## config.mk

```make
export PLATFORM = sky130hd
export DESIGN_NAME = vga_timing_pipe_flat
export DESIGN_NICKNAME = d
export VERILOG_FILES = /design/src/rtl/vga_timing_pipe_if.sv /design/src/rtl/vga_timing_pipe.sv /design/src/flat_wrapper.sv
export SDC_FILE = /design/constraint.sdc
export NUM_CORES = 1
export LEC_CHECK = 0
export BUFFER_PORTS_ARGS = -buffer_cell sky130_fd_sc_hd__buf_4
export CAP_MARGIN = 20
export CORE_MARGIN = 1.5
export CORE_UTILIZATION = 34
export DETAILED_ROUTE_END_ITERATION = 10
export HOLD_SLACK_MARGIN = 0.1
export PLACE_DENSITY = 0.59
export RECOVER_POWER = 50
export SKIP_CTS_REPAIR_TIMING = 1
export SYNTH_ARGS = -nofsm -noshare
export SYNTH_HDL_FRONTEND = slang
export SYNTH_SLANG_ARGS = --single-unit
```

## constraint.sdc

```tcl
create_clock -name clk -period 3.8 [get_ports clk]
set_clock_uncertainty 0.15 [all_clocks]
set_input_delay 0.95 -clock clk [delete_from_list [all_inputs] [get_ports clk]]
set_output_delay 0.95 -clock clk [all_outputs]
set_load 0.02 [all_outputs]
```

## src/rtl/vga_timing_pipe_if.sv

```systemverilog
// Bundle between the VGA timing/output stage and its renderer and display consumers.
// The master side is the timing generator; the slave side is the renderer/sink.
interface vga_timing_pipe_if #(
  parameter int CW = 11,
  parameter int RW = 3,
  parameter int GW = 3,
  parameter int BW = 2
);
  logic          pixel_en;
  logic [CW-1:0] x;
  logic [CW-1:0] y;
  logic          vidon;
  logic          frame_start;
  logic          line_start;
  logic [RW-1:0] r_in;
  logic [GW-1:0] g_in;
  logic [BW-1:0] b_in;
  logic          hsync;
  logic          vsync;
  logic [RW-1:0] red;
  logic [GW-1:0] green;
  logic [BW-1:0] blue;

  modport master (
    input  pixel_en, r_in, g_in, b_in,
    output x, y, vidon, frame_start, line_start, hsync, vsync, red, green, blue
  );

  modport slave (
    output pixel_en, r_in, g_in, b_in,
    input  x, y, vidon, frame_start, line_start, hsync, vsync, red, green, blue
  );
endinterface

```

## src/rtl/vga_timing_pipe.sv

```systemverilog
// VGA timing generator and registered output stage on the system clock, qualified by pixel_en.
// Sync and blanking flags are delayed to meet the renderer's colour so all outputs share one pixel.
module vga_timing_pipe #(
  parameter int H_ACTIVE  = 800,
  parameter int H_FP      = 40,
  parameter int H_SYNC    = 128,
  parameter int H_BP      = 88,
  parameter int V_ACTIVE  = 600,
  parameter int V_FP      = 1,
  parameter int V_SYNC    = 4,
  parameter int V_BP      = 23,
  parameter bit HSYNC_POL = 1'b1,
  parameter bit VSYNC_POL = 1'b1,
  parameter int PIX_LAT   = 2,
  parameter int CW        = 11,
  parameter int RW        = 3,
  parameter int GW        = 3,
  parameter int BW        = 2
) (
  input  logic              clk,
  input  logic              rst_n,
  vga_timing_pipe_if.master bus
);

  localparam int H_TOT        = H_ACTIVE + H_FP + H_SYNC + H_BP;
  localparam int V_TOT        = V_ACTIVE + V_FP + V_SYNC + V_BP;
  localparam int H_SYNC_START = H_ACTIVE + H_FP;
  localparam int H_SYNC_END   = H_ACTIVE + H_FP + H_SYNC;
  localparam int V_SYNC_START = V_ACTIVE + V_FP;
  localparam int V_SYNC_END   = V_ACTIVE + V_FP + V_SYNC;

  localparam logic [CW-1:0] H_LAST = CW'(H_TOT - 1);
  localparam logic [CW-1:0] V_LAST = CW'(V_TOT - 1);

  localparam int FLAG_ACT = 2;
  localparam int FLAG_HS  = 1;
  localparam int FLAG_VS  = 0;

  if ((H_TOT - 1) >= (1 << CW) || (V_TOT - 1) >= (1 << CW)) begin : g_cw_check
    $error("vga_timing_pipe: H_TOT-1 or V_TOT-1 does not fit in CW bits");
  end

  if (PIX_LAT < 0) begin : g_lat_check
    $error("vga_timing_pipe: PIX_LAT must be non-negative");
  end

  // ---------------------------------------------------------------- counters
  logic [CW-1:0] hc_q, hc_d;
  logic [CW-1:0] vc_q, vc_d;

  always_comb begin
    hc_d = hc_q;
    vc_d = vc_q;
    if (bus.pixel_en) begin
      if (hc_q == H_LAST) begin
        hc_d = '0;
        vc_d = (vc_q == V_LAST) ? '0 : vc_q + 1'b1;
      end else begin
        hc_d = hc_q + 1'b1;
      end
    end
  end

  always_ff @(posedge clk or negedge rst_n) begin
    if (!rst_n) begin
      hc_q <= '0;
      vc_q <= '0;
    end else begin
      hc_q <= hc_d;
      vc_q <= vc_d;
    end
  end

  // ------------------------------------------------------- per-pixel flags
  logic       act;
  logic       hs;
  logic       vs;
  logic [2:0] cur_flags;

  always_comb begin
    act = (int'(hc_q) < H_ACTIVE) && (int'(vc_q) < V_ACTIVE);
    hs  = (int'(hc_q) >= H_SYNC_START) && (int'(hc_q) < H_SYNC_END);
    vs  = (int'(vc_q) >= V_SYNC_START) && (int'(vc_q) < V_SYNC_END);
    cur_flags           = '0;
    cur_flags[FLAG_ACT] = act;
    cur_flags[FLAG_HS]  = hs;
    cur_flags[FLAG_VS]  = vs;
  end

  assign bus.x           = hc_q;
  assign bus.y           = vc_q;
  assign bus.vidon       = act;
  assign bus.line_start  = bus.pixel_en && (hc_q == '0);
  assign bus.frame_start = bus.pixel_en && (hc_q == '0) && (vc_q == '0);

  // ------------------------------------------------------------ delay line
  // Flags travel alongside the renderer's latency so they meet its colour for the same pixel.
  logic [2:0] dly_flags;

  if (PIX_LAT == 0) begin : g_no_dly
    assign dly_flags = cur_flags;
  end else begin : g_dly
    logic [2:0] dly_q [PIX_LAT];
    logic [2:0] dly_d [PIX_LAT];

    always_comb begin
      for (int i = 0; i < PIX_LAT; i++) begin
        dly_d[i] = dly_q[i];
      end
      if (bus.pixel_en) begin
        dly_d[0] = cur_flags;
        for (int i = 1; i < PIX_LAT; i++) begin
          dly_d[i] = dly_q[i-1];
        end
      end
    end

    always_ff @(posedge clk or negedge rst_n) begin
      if (!rst_n) begin
        for (int i = 0; i < PIX_LAT; i++) begin
          dly_q[i] <= '0;
        end
      end else begin
        for (int i = 0; i < PIX_LAT; i++) begin
          dly_q[i] <= dly_d[i];
        end
      end
    end

    assign dly_flags = dly_q[PIX_LAT-1];
  end

  // ---------------------------------------------------------- output stage
  logic          hsync_q, hsync_d;
  logic          vsync_q, vsync_d;
  logic [RW-1:0] red_q,   red_d;
  logic [GW-1:0] green_q, green_d;
  logic [BW-1:0] blue_q,  blue_d;

  // Blanking is applied here so renderer colour outside the active area never reaches the pins.
  always_comb begin
    hsync_d = hsync_q;
    vsync_d = vsync_q;
    red_d   = red_q;
    green_d = green_q;
    blue_d  = blue_q;
    if (bus.pixel_en) begin
      hsync_d = dly_flags[FLAG_HS] ? HSYNC_POL : ~HSYNC_POL;
      vsync_d = dly_flags[FLAG_VS] ? VSYNC_POL : ~VSYNC_POL;
      red_d   = dly_flags[FLAG_ACT] ? bus.r_in : '0;
      green_d = dly_flags[FLAG_ACT] ? bus.g_in : '0;
      blue_d  = dly_flags[FLAG_ACT] ? bus.b_in : '0;
    end
  end

  always_ff @(posedge clk or negedge rst_n) begin
    if (!rst_n) begin
      hsync_q <= ~HSYNC_POL;
      vsync_q <= ~VSYNC_POL;
      red_q   <= '0;
      green_q <= '0;
      blue_q  <= '0;
    end else begin
      hsync_q <= hsync_d;
      vsync_q <= vsync_d;
      red_q   <= red_d;
      green_q <= green_d;
      blue_q  <= blue_d;
    end
  end

  assign bus.hsync = hsync_q;
  assign bus.vsync = vsync_q;
  assign bus.red   = red_q;
  assign bus.green = green_q;
  assign bus.blue  = blue_q;

endmodule

```

## src/flat_wrapper.sv

```systemverilog
// flat-port wrapper written by rule: the top's interface ports become plain ports
module vga_timing_pipe_flat 
#(
  parameter int H_ACTIVE  = 800,
  parameter int H_FP      = 40,
  parameter int H_SYNC    = 128,
  parameter int H_BP      = 88,
  parameter int V_ACTIVE  = 600,
  parameter int V_FP      = 1,
  parameter int V_SYNC    = 4,
  parameter int V_BP      = 23,
  parameter bit HSYNC_POL = 1'b1,
  parameter bit VSYNC_POL = 1'b1,
  parameter int PIX_LAT   = 2,
  parameter int CW        = 11,
  parameter int RW        = 3,
  parameter int GW        = 3,
  parameter int BW        = 2
)
  (clk, rst_n, bus_pixel_en, bus_r_in, bus_g_in, bus_b_in, bus_x, bus_y, bus_vidon, bus_frame_start, bus_line_start, bus_hsync, bus_vsync, bus_red, bus_green, bus_blue);
  vga_timing_pipe_if #(.CW(CW), .RW(RW), .GW(GW), .BW(BW)) bus_i ();
  input  logic clk;
  input  logic rst_n;
  input wire logic [$bits(bus_i.pixel_en)-1:0] bus_pixel_en;
  input wire logic [$bits(bus_i.r_in)-1:0] bus_r_in;
  input wire logic [$bits(bus_i.g_in)-1:0] bus_g_in;
  input wire logic [$bits(bus_i.b_in)-1:0] bus_b_in;
  output wire logic [$bits(bus_i.x)-1:0] bus_x;
  output wire logic [$bits(bus_i.y)-1:0] bus_y;
  output wire logic [$bits(bus_i.vidon)-1:0] bus_vidon;
  output wire logic [$bits(bus_i.frame_start)-1:0] bus_frame_start;
  output wire logic [$bits(bus_i.line_start)-1:0] bus_line_start;
  output wire logic [$bits(bus_i.hsync)-1:0] bus_hsync;
  output wire logic [$bits(bus_i.vsync)-1:0] bus_vsync;
  output wire logic [$bits(bus_i.red)-1:0] bus_red;
  output wire logic [$bits(bus_i.green)-1:0] bus_green;
  output wire logic [$bits(bus_i.blue)-1:0] bus_blue;
  assign bus_i.pixel_en = bus_pixel_en;
  assign bus_i.r_in = bus_r_in;
  assign bus_i.g_in = bus_g_in;
  assign bus_i.b_in = bus_b_in;
  assign bus_x = bus_i.x;
  assign bus_y = bus_i.y;
  assign bus_vidon = bus_i.vidon;
  assign bus_frame_start = bus_i.frame_start;
  assign bus_line_start = bus_i.line_start;
  assign bus_hsync = bus_i.hsync;
  assign bus_vsync = bus_i.vsync;
  assign bus_red = bus_i.red;
  assign bus_green = bus_i.green;
  assign bus_blue = bus_i.blue;
  vga_timing_pipe #(.H_ACTIVE(H_ACTIVE), .H_FP(H_FP), .H_SYNC(H_SYNC), .H_BP(H_BP), .V_ACTIVE(V_ACTIVE), .V_FP(V_FP), .V_SYNC(V_SYNC), .V_BP(V_BP), .HSYNC_POL(HSYNC_POL), .VSYNC_POL(VSYNC_POL), .PIX_LAT(PIX_LAT), .CW(CW), .RW(RW), .GW(GW), .BW(BW)) u_core (.clk(clk), .rst_n(rst_n), .bus(bus_i));
endmodule
```

# Yosys cells after proc, flatten, opt, wreduce, memory -nomap -nowiden
# Index checks and enable logic that the tools add are counted.
[totals]
regBits = 38
latch_bits = 0
ram_bits = 0
rom_bits = 0
inputBits = 11
output_inout_bits = 35
wordCells = 34
mem_count = 0
[op_classes]
add_sub_neg = 2
n_mul = 0
div = 0
n_lt_le_gt_ge = 6
eq_ne = 2
shifts = 0
mux = 7
n_bitwise = 0
reduce_logical = 8
[ops]
columns = ["cell", "n"]
rows = [
  ["$lt A11 B10 Y1 const B", 4],
  ["$add A11 B1 Y11 const B", 2],
  ["$ge A11 B10 Y1 const B", 2],
  ["$logic_not A11 Y1", 2],
  ["$mux W11", 2],
  ["$eq A11 B10 Y1 const B", 1],
  ["$eq A11 B11 Y1 const B", 1],
  ["$mux W3", 2],
  ["$logic_and A1 B1 Y1", 5],
  ["$mux W1", 2],
  ["$mux W2", 1],
  ["$reduce_and A2 Y1", 1],
]

# Longest topological paths before layout
# Gate-level depths: netlist of run 1.
[logic_depth]
ltp_word = 3
mapped_depth = 6
mapped_depth_nobuf = 5

# Worst setup path before layout of run 1
# No wires, ideal clock.
[synth_timing]
path_type = "in2out"
startpoint = "in bus_pixel_en"
endpoint = "out bus_frame_start"
t_arrival_ns = 1.959
setup_slack_ns = 0.741
stages = 4
n_path_buf = 1
cell_sequence = "buf_2 > nand2_1 > nor4_2 > and4_1"
[synth_via]
elab_chain_len = 2
[synth_rtl]
columns = ["element", "line_no", "text"]
rows = [
  ["from (decl)", "flat_wrapper.sv:24", "input wire logic [$bits(bus_i.pixel_en)-1:0] bus_pixel_en;"],
  ["$logic_and A1 B1 Y1", "n/a", ""],
  ["net bus_line_start", "flat_wrapper.sv:32", "output wire logic [$bits(bus_i.line_start)-1:0] bus_line_start;"],
  ["$logic_and A1 B1 Y1", "vga_timing_pipe.sv:94", "assign bus.frame_start = bus.pixel_en && (hc_q == '0) && (vc_q == '0);"],
  ["to (decl)", "flat_wrapper.sv:31", "output wire logic [$bits(bus_i.frame_start)-1:0] bus_frame_start;"],
]
# The timed path passes the listed nets, and every way through them passes these cells.

# Final worst setup path of run 1
[layout_timing]
startpoint = "reg u_core.hc_q[7], in the netlist u_core.bus.x[7]"
endpoint = "out bus_frame_start"
[layout_via]
elab_chain_len = 3
[layout_rtl]
columns = ["element", "line_no", "text"]
rows = [
  ["from (decl)", "vga_timing_pipe.sv:48", "logic [CW-1:0] hc_q, hc_d;"],
  ["from (signal assigned)", "vga_timing_pipe.sv:66", "hc_q <= '0;"],
  ["from (signal assigned)", "vga_timing_pipe.sv:69", "hc_q <= hc_d;"],
  ["$logic_not A11 Y1", "vga_timing_pipe.sv:94", ""],
  ["$logic_and A1 B1 Y1 (2 in a row)", "vga_timing_pipe.sv:94", ""],
]
# No other way between the ends.

==> results of run 1 <==
[critical path, cell delays in order (launching register included)]
cell	delay, ns
dfrtp_1	0.46
nor4_1	0.60
nand2_1	0.13
nor4_2	0.36
and4_1	0.25
buf_4	0.14
[flip-flops by register name, summed over array words and instances, names as in the netlist]
register,flops
u_core.bus.hsync,1
u_core.bus.vsync,1
u_core.bus.green,3
u_core.bus.y,11
u_core.bus.red,3
u_core.bus.blue,2
u_core.g_dly.dly_q,3
u_core.bus.x,11
u_core.dly_flags,3
[synthesized netlist by cell type, drive strengths merged]
| library cell | count |
|---|---|
| a211oi | 2 |
| a21oi | 6 |
| a31oi | 2 |
| and2 | 1 |
| and3 | 6 |
| and3b | 1 |
| and4 | 5 |
| buf | 4 |
| clkbuf | 5 |
| dfrtp | 38 |
| ha | 5 |
| inv | 18 |
| mux2 | 7 |
| mux2i | 3 |
| nand2 | 14 |
| nand2b | 1 |
| nand3 | 20 |
| nand4 | 7 |
| nor2 | 4 |
| nor2b | 1 |
| nor3 | 7 |
| nor4 | 3 |
| nor4b | 1 |
| o21ai | 15 |
| o22ai | 5 |
| o31ai | 1 |
| or3 | 2 |
| or4 | 1 |
| xnor2 | 4 |
| xor2 | 6 |
[metrics by stage]
stage | setup WS (ns) | cell area (sq um) | utilization (%)
floorplan | 0.7406 | 1938 | -
global placement | 0.6969 | 2321 | 42.15
detailed placement | 0.6619 | 2321 | 42.15
CTS | 0.6599 | 2464 | 44.74
global route | 0.2804 | 2445 | 44.40
finish | 0.4689 | 2445 | 44.40
[cell type report]
| cell class | count | area (sq um) |
|---|---|---|
| clock buffer | 6 | 82.58 |
| multi-input combinational | 130 | 859.6 |
| sequential | 38 | 950.9 |
| timing repair buffer | 45 | 334.1 |
| tap | 72 | 90.09 |
| clock inverter | 2 | 60.06 |
| inverter | 18 | 67.56 |
| fill | 532 | 3062 |
[worst max path at each step]
stage / to / slack, ns / cells past startpoint
finish: bus_frame_start / 0.47 / 5
global route: bus_frame_start / 0.28 / 5
CTS: bus_frame_start / 0.66 / 5
detailed placement: bus_frame_start / 0.66 / 5
global placement: bus_frame_start / 0.70 / 5
floorplan: bus_frame_start / 0.74 / 4
[placed cells by master, fill, tap and decap left out, types with 7 or more instances in the layout]
cell type and n:
nand2_1 14, o21ai_0 14, nor3_1 7, nand3_1 19
buf_4 44, dfrtp_1 38, inv_1 18, mux2_2 7
[metal layers]
metal / part of all wire, % / wire, microns / vias to the layer above / track usage (%)
met2: 44 / 1905 / 44 / 21.72
met3: 5.4 / 237 / 5 / 4.419
met4: 1.0 / 44 / 0 / 3.750
met5: 0 / 0 / - / 0
met1: 50 / 2174 / 733 / 22.42
li1: - / - / 775 / -
[cell families (layout without fill, tap and decap cells)]
kind of cell,count (synthesis),count (layout),share of synthesized area [%]
buffers and inverters,27,71,5.810
flip-flops,38,38,49.06
adder cells (fa/ha/maj),5,5,3.228
AND/OR/NAND/NOR,74,74,22.92
multiplexers,10,10,5.617
AO/OA/AOI/OAI,31,31,8.844
XOR/XNOR,10,10,4.519
[where the power goes]
group,total (uW),switching [uW],internal (uW)
combinational,167,95.6,71.8
clock,431,151,280
sequential,480,50.1,430
total,1080,297,782
==> results.cfg, run 1 <==
[clocking]
clkTransAtPathRegs_ns = 0.08
clock-sinks = 38
numCtsBuffers = 5
clockBufferDepth = 2
insertion_delay_ns = 0.29
clockRootBuffer = clkbuf_8
cts_max_level = 2
cts_tree = yes

[power_and_ir_drop]
ir_drop_uv = 193.8
power_uw = 1079
p_leak_uw = 0.001146
power_density_nw_per_um2 = 441.4

[timing]
tightest_slew_ns = 2.026
maxSlewViolCount = 39
clock.fmax_mhz = 300.2
setup_tns_ns = 0
slew_headroom_pct = -35.05
holdWs_ns = 0.3590
period_share_pct = 87.66
setup_viol = 0
rsz0062_at_grt = no
hold_violations = 0
fin_crit_ns = 3.331

[grt]
grt_pass1_vias = 1430
antenna_found_initial = 0
grt.total_usage_pct = 15.24
grt_overflow_total = 0
grt_start_max_net_pins = 39
grt_pass1_wl_mm = 7.417

[logic_synthesis]
syn-instance-count = 195
yosys.area.top_type = dfrtp_1
synth_nets = 211
ys_types = 37
yosys-top-cells-area = dfrtp_1 (49%), nand3_1 (4.9%), mux2_2 (4.1%)
synth_seq_cells = 38
ys_seq_area_share_pct = 49.06
synth_top_area_share_pct = 49.06
synth_warnings = 0
syn_area_sq_um = 1938
avgSynthCellArea_sq_um = 9.939

[placed_design]
portBuffers = 45
dp.cells = 303
dp_hpwl_mm = 2.940
place.gp.congestion = 0.7910

[status]
violations = capacitance limit, slew limit
status = finished, violations left

[finish]
drive_above_1_share_pct = 27.20
antenna_cells = 0
fin_cells = 311
fin_nets = 254
syn2layout_area_growth_pct = 26.15

[worst_setup_path]
r2r_cells = 4
cp-end-kind = output pin
worst_r2r_endpoint = u_core.bus.y[0]
path_class = reg2out
critPathLaunch = u_core.bus.x[7]
critPathArrivalTime_ns = 2.23
path_max_fanout = 7
cp.required_ns = 2.70
cp-start-kind = flop
rr_startpoint = u_core.bus.x[7]
reg2reg_slack_ns = 1.70

[die]
die_y_microns = 78.50
fp-row-count = 27
io_pins = 46
coreArea_sq_um = 5507
die_w_microns = 78.50
die_area_sq_um = 6162
start_util_pct = 35.20

[flow_run]
cap_viol_max_count = 1

[min_path]
hp-start = u_core.dly_flags[0]
hp-class = reg2reg
holdPathStages = 1
whs_endpoint = u_core.bus.vsync

[drt]
first_pass_iters = 4
route.detailed.drc = 0
num_vias = 1557
ant_nets = 0
wirelength_mm = 4.362
wl_per_cell_microns = 14.03
via_per_inst = 5.006
drt_iter0_markers = 49
(Power assumes the default switching activity.)
==> run 2: changes to the inputs <==
--- a/config.mk
+++ b/config.mk
@@ -5,13 +5,14 @@
 export SDC_FILE = /design/constraint.sdc
 export NUM_CORES = 1
 export LEC_CHECK = 0
+export ABC_AREA = 1
 export BUFFER_PORTS_ARGS = -buffer_cell sky130_fd_sc_hd__buf_4
 export CAP_MARGIN = 20
 export CORE_MARGIN = 1.5
 export CORE_UTILIZATION = 34
 export DETAILED_ROUTE_END_ITERATION = 10
 export HOLD_SLACK_MARGIN = 0.1
-export PLACE_DENSITY = 0.59
+export PLACE_DENSITY = 0.58
 export RECOVER_POWER = 50
 export SKIP_CTS_REPAIR_TIMING = 1
 export SYNTH_ARGS = -nofsm -noshare
==> constraint.sdc (replaced) <==
create_clock -name clk -period 3.8 [get_ports clk]
set_clock_uncertainty 0.15 [all_clocks]
set_input_delay 0.57 -clock clk [delete_from_list [all_inputs] [get_ports clk]]
set_output_delay 0.57 -clock clk [all_outputs]
set_load 0.02 [all_outputs]
==> run 2 against run 1 <==
Against the previous run: the flow still finishes with violations (capacitance limit, slew limit); wire length is 18% higher; combinational power is 36% higher; clock power is 33% lower; first-iteration DRC count is 82% higher.
==> results.cfg, run 2 <==
[die]
io_pins = 46
die_w_microns = 82.88
fp-row-count = 28
die_area_sq_um = 6869
coreArea_sq_um = 6026
die_y_microns = 82.88
start_util_pct = 36.00

[worst_setup_path]
cp-end-kind = output pin
path_max_fanout = 23
cp.required_ns = 3.08
path_class = in2out
critPathArrivalTime_ns = 2.04
cp-start-kind = primary input

[drt]
via_per_inst = 4.781
drt_iter0_markers = 89
ant_nets = 0
wirelength_mm = 5.126
num_vias = 1965
route.detailed.drc = 0
first_pass_iters = 4
wl_per_cell_microns = 12.47

[logic_synthesis]
synth_edf_count = 0
synth_nets = 307
synthFlopType = dfrtp_1
yosys.area.top_type = dfrtp_1
ys_seq_area_share_pct = 43.83
syn_area_sq_um = 2170
avgSynthCellArea_sq_um = 7.456
yosysMostFrequentCell = nand2_1
syn-instance-count = 291
synth_warnings = 0
async_reset_ff_share_pct = 100.0
synth_seq_cells = 38
yosys-top-cells-area = dfrtp_1 (44%), nand2_1 (16%), nand3_1 (8.3%)
synth_top_area_share_pct = 43.83
ys_types = 26
yosys-top-cells-count = nand2_1 (90), dfrtp_1 (38), nand3_1 (36)

[flow_run]
cap_viol_max_count = 1

[clocking]
clkTransAtPathRegs_ns = 0.07
insertion_delay_ns = 0.29
clockBufferDepth = 2
clock-sinks = 38
clockRootBuffer = clkbuf_8
cts_tree = yes
cts_max_level = 2
numCtsBuffers = 5

[timing]
period_share_pct = 72.63
fin_crit_ns = 2.760
tightest_slew_ns = 2.061
rsz0062_at_grt = no
setup_tns_ns = 0
setup_viol = 0
slew_headroom_pct = -37.39
maxSlewViolCount = 39
hold_violations = 0
clock.fmax_mhz = 362.3
holdWs_ns = 0.3339

[status]
violations = capacitance limit, slew limit
status = finished, violations left

[min_path]
hp-class = reg2reg

[placed_design]
place.gp.congestion = 0.8892
portBuffers = 45
dp_hpwl_mm = 3.721

[grt]
grt.total_usage_pct = 15.94
grt_pass1_wl_mm = 9.059
grt_pass1_vias = 1883
grt_start_max_net_pins = 39
antenna_found_initial = 0
grt_overflow_total = 0

[finish]
antenna_cells = 0
syn2layout_area_growth_pct = 21.34
layout_commonest_cell = nand2_1
fin_nets = 351
most-common-layout-cells = nand2_1 (90), buf_4 (43), dfrtp_1 (38)
drive_above_1_share_pct = 20.24

[power_and_ir_drop]
power_density_nw_per_um2 = 383.4
ir_drop_uv = 192.3
p_leak_uw = 0.001401
==> run 2: cell types whose count changed after synthesis, sizes merged, moves of 5 or more <==
cell   change
mux2       -7
o21ai      +7
nor2      +27
and3       -6
inv       +20
nand2     +78
and4       -5
nand3     +18
o22ai      -5
==> run 2: power breakdown <==
| part | switching, uW | internal [uW] |
|---|---|---|
| combinational | 138 | 89.2 |
| clock | 144 | 146 |
| sequential | 58.9 | 434 |
==> run 2: worst paths after layout <==
check / slack (ns) / startpoint / cells after the start / to
max: 1.04 / bus_pixel_en / 6 / bus_frame_start
min: 0.33 / u_core.g_dly.dly_q[5] / 2 / u_core.dly_flags[2]
max reg2reg: 2.04 / u_core.bus.x[1] / 6 / u_core.bus.y[3]
min reg2reg: 0.33 / u_core.g_dly.dly_q[5] / 2 / u_core.dly_flags[2]
max in group asynchronous: 1.61 / rst_n / 1 / u_core.bus.y[5]
min in group asynchronous: 0.71 / rst_n / 1 / u_core.bus.hsync
==> run 2: kinds of logic after synthesis <==
| group | Yosys count | share of synthesized area, % |
|---|---|---|
| buffers and inverters | 46 | 9.054 |
| adder cells (fa/ha/maj) | 5 | 2.884 |
| AND/OR/NAND/NOR | 170 | 34.95 |
| XOR/XNOR | 8 | 3.230 |
| flip-flops | 38 | 43.83 |
| AO/OA/AOI/OAI | 24 | 6.056 |
==> run 2: critical path, cell delays in order <==
cell and delay [ns]:
clkbuf_1 0.69, nand2_1 0.15, nor2_1 0.14, nand4_1 0.13, nor2_1 0.18, buf_4 0.17
==> run 2: layout make-up <==
cell class	count	area [sq um]
Fill cell	641	3393
Multi-Input combinational cell	207	1020
Sequential cell	38	950.9
Timing Repair Buffer	45	330.3
Inverter	38	142.6
Tap cell	75	93.84
Clock buffer	6	82.58
Clock inverter	2	12.51
==> run 2: through the flow <==
step	cells	instance area [sq um]	utilization, %	worst slack [ns]	power [uW]
4_1_cts	411	2643	43.85	1.425	1031
2_1_floorplan	291	2170	-	1.611	637.2
6_report	411	2633	43.69	1.040	1009
5_1_grt	411	2633	43.69	0.8383	1073
3_3_place_gp	403	2547	42.28	1.599	726.4
3_5_place_dp	403	2547	42.28	1.592	733.1
==> run 2: per-layer routing <==
layer  track usage, %  vias up  routed length [microns]
li1                 -     1006                        -
met1            22.08      895                     2467
met5                0        -                        0
met4            5.455        0                       80
met3            3.181        6                      300
met2            24.83       58                     2277
==> run 3: changes to the inputs <==
--- a/config.mk
+++ b/config.mk
@@ -5,14 +5,14 @@
 export SDC_FILE = /design/constraint.sdc
 export NUM_CORES = 1
 export LEC_CHECK = 0
-export ABC_AREA = 1
+export ABC_AREA = 0
 export BUFFER_PORTS_ARGS = -buffer_cell sky130_fd_sc_hd__buf_4
 export CAP_MARGIN = 20
 export CORE_MARGIN = 1.5
 export CORE_UTILIZATION = 34
 export DETAILED_ROUTE_END_ITERATION = 10
 export HOLD_SLACK_MARGIN = 0.1
-export PLACE_DENSITY = 0.58
+export PLACE_DENSITY = 0.61
 export RECOVER_POWER = 50
 export SKIP_CTS_REPAIR_TIMING = 1
 export SYNTH_ARGS = -nofsm -noshare
==> constraint.sdc (replaced) <==
create_clock -name clk -period 2.2 [get_ports clk]
set_clock_uncertainty 0.15 [all_clocks]
set_input_delay 0.33 -clock clk [delete_from_list [all_inputs] [get_ports clk]]
set_output_delay 0.33 -clock clk [all_outputs]
set_load 0.02 [all_outputs]
==> run 3 against run 2 <==
Against the previous run: the flow finishes with violations (setup timing); critical path depth decreased by 1; setup slack got worse by 1.1 ns; cell count decreased by 22%; core utilization increased by 1.6 points; wire length down 14%; non-clock buffer count up 8; hold slack worse by 0.21 ns; clock power increased by 70%; register-to-register slack got worse by 1.6 ns; sequential power increased by 70%; sequential cell count did not move; via count is 18% lower; critical path type is now reg2out; highest routed layer unchanged.
==> results.cfg, run 3 (synthesis gave the netlist of run 1 again) <==
[worst_setup_path]
rr_startpoint = u_core.bus.x[7]
path_class = reg2out
cp-start-kind = flop
critPathArrivalTime_ns = 1.75
path_cells = buf_4, nor3_4, o22ai_1, nor4b_2, buf_4
cp.required_ns = 1.72
r2r_cells = 5
slowest_delay_ns = 0.45
critPathLaunch = u_core.bus.x[7]
worstSetupEndpoint = bus_vidon
reg2reg_slack_ns = 0.42
path_max_fanout = 5
worst_r2r_endpoint = u_core.bus.y[0]
crit_slowest_cell = dfrtp_2
cp-end-kind = output pin
cpMostUsedCell = buf_4

[grt]
grt_use_met1_pct = 20.39
grt_start_max_net_pins = 39
top_usage_layer = met2
grt.total_usage_pct = 15.60
grt_pass1_wl_mm = 7.541
met2_usage_pct = 24.31
grt_overflow_total = 0
met3_usage_pct = 4.884
grt_pass1_vias = 1548
antenna_found_initial = 0

[placed_design]
place.gp.congestion = 0.8096
dp_slack_ns = 0.2501
dp.cells = 309
placed_area_sq_um = 2376
portBuffers = 45
dp_hpwl_mm = 3.160

[finish]
syn2layout_area_growth_pct = 28.53
multi_input_comb_area_sq_um = 900.9
seq_area_sq_um = 954.7
fill_cells = 564
fin_nets = 262
most-common-layout-cells = buf_4 (48), dfrtp_1 (35), nand3_1 (19)
fin_cells = 319
layout_commonest_cell = buf_4
final_area_sq_um = 2491
drive_above_1_share_pct = 30.77
antenna_cells = 0
final_util_pct = 45.24

[die]
io_pins = 46
die_y_microns = 78.50
start_util_pct = 35.20
fp-row-count = 27
die_area_sq_um = 6162
coreArea_sq_um = 5507
die_w_microns = 78.50

[timing]
setup_tns_ns = -0.03555
period_share_pct = 101.6
clock.fmax_mhz = 447.5
hold_violations = 0
tightest_slew_ns = 1.062
setup_ws_ns = -0.03465
rsz0062_at_grt = yes
slew_headroom_pct = 29.20
maxSlewViolCount = 0
fin_crit_ns = 2.235
setup_viol = 2

[clocking]
cts_tree = yes
insertion_delay_ns = 0.29
numCtsBuffers = 5
clkTransAtPathRegs_ns = 0.07
cts_max_level = 2
clock-sinks = 38
clockBufferDepth = 2
clockRootBuffer = clkbuf_8

[drt]
wirelength_mm = 4.408
first_pass_iters = 4
route.detailed.drc = 0
ant_nets = 0
num_vias = 1611
via_per_inst = 5.050
drt_iter0_markers = 78
wl_per_cell_microns = 13.82

[min_path]
hp-class = in2reg
hp-start = bus_b_in[0]

[flow_run]
cap_viol_max_count = 0

[power_and_ir_drop]
ir_drop_uv = 238.3
p_leak_uw = 0.001161
power_density_nw_per_um2 = 656.5

[status]
violations = setup timing
status = finished, violations left
-- run 3: cell types whose count changed in the layout (fill, tap and decap cells not counted), moves of 5 or more --
cell	change
nand2_1	-76
buf_4	+5
o21ai_1	-5
nand3_1	-17
mux2_2	+7
o22ai_1	+5
inv_1	-18
nor2_2	-5
nor2_1	-20
-- run 3: power breakdown --
part	switching [uW]	leakage [uW]	total, uW	internal (uW)
clock	237	0.0000482	490	253
sequential	96.8	0.000485	840	744
combinational	170	0.000628	305	135
-- run 3: layout make-up --
cell class | count | share of cell area (%)
clock buffers | 7 | 3.466
well taps | 72 | 3.616
clock inverters | 1 | 0.2009
repair buffers | 53 | 15.52
multi-input cells | 130 | 36.16
flip-flops and latches | 38 | 38.32
inverters | 18 | 2.712
-- run 3: per-layer routing --
layer | part of all wire (%) | vias up
li1 | - | 793
met1 | 45 | 768
met2 | 48 | 42
met3 | 5.8 | 8
met4 | 1.1 | 0
met5 | 0 | -
-- run 3: worst min-delay path by stage --
stage                          end  slack [ns]  cells after the start
5_1_grt         u_core.bus.blue[0]        0.12                      3
3_5_place_dp   u_core.bus.green[1]        0.18                      1
6_report        u_core.bus.blue[0]        0.12                      3
3_3_place_gp     u_core.bus.red[1]        0.18                      1
2_1_floorplan   u_core.bus.blue[0]       -0.12                      0
4_1_cts        u_core.bus.green[1]       -0.13                      1
-- run 3: through the flow --
stage	power (uW)	hold slack, ns
after floorplan	1003	-0.1156
after global placement	1151	0.1775
after detailed placement	1154	0.1789
after CTS	1650	-0.1339
after global routing	1735	0.1151
final	1635	0.1196
-- run 3: worst max-delay path: cells and delay by family, from the launching register on --
| kind | cells | cell delay, ns |
|---|---|---|
| flops | 1 | 0.45 |
| compound gates | 1 | 0.10 |
| buf+inv | 2 | 0.38 |
| simple gates | 2 | 0.53 |
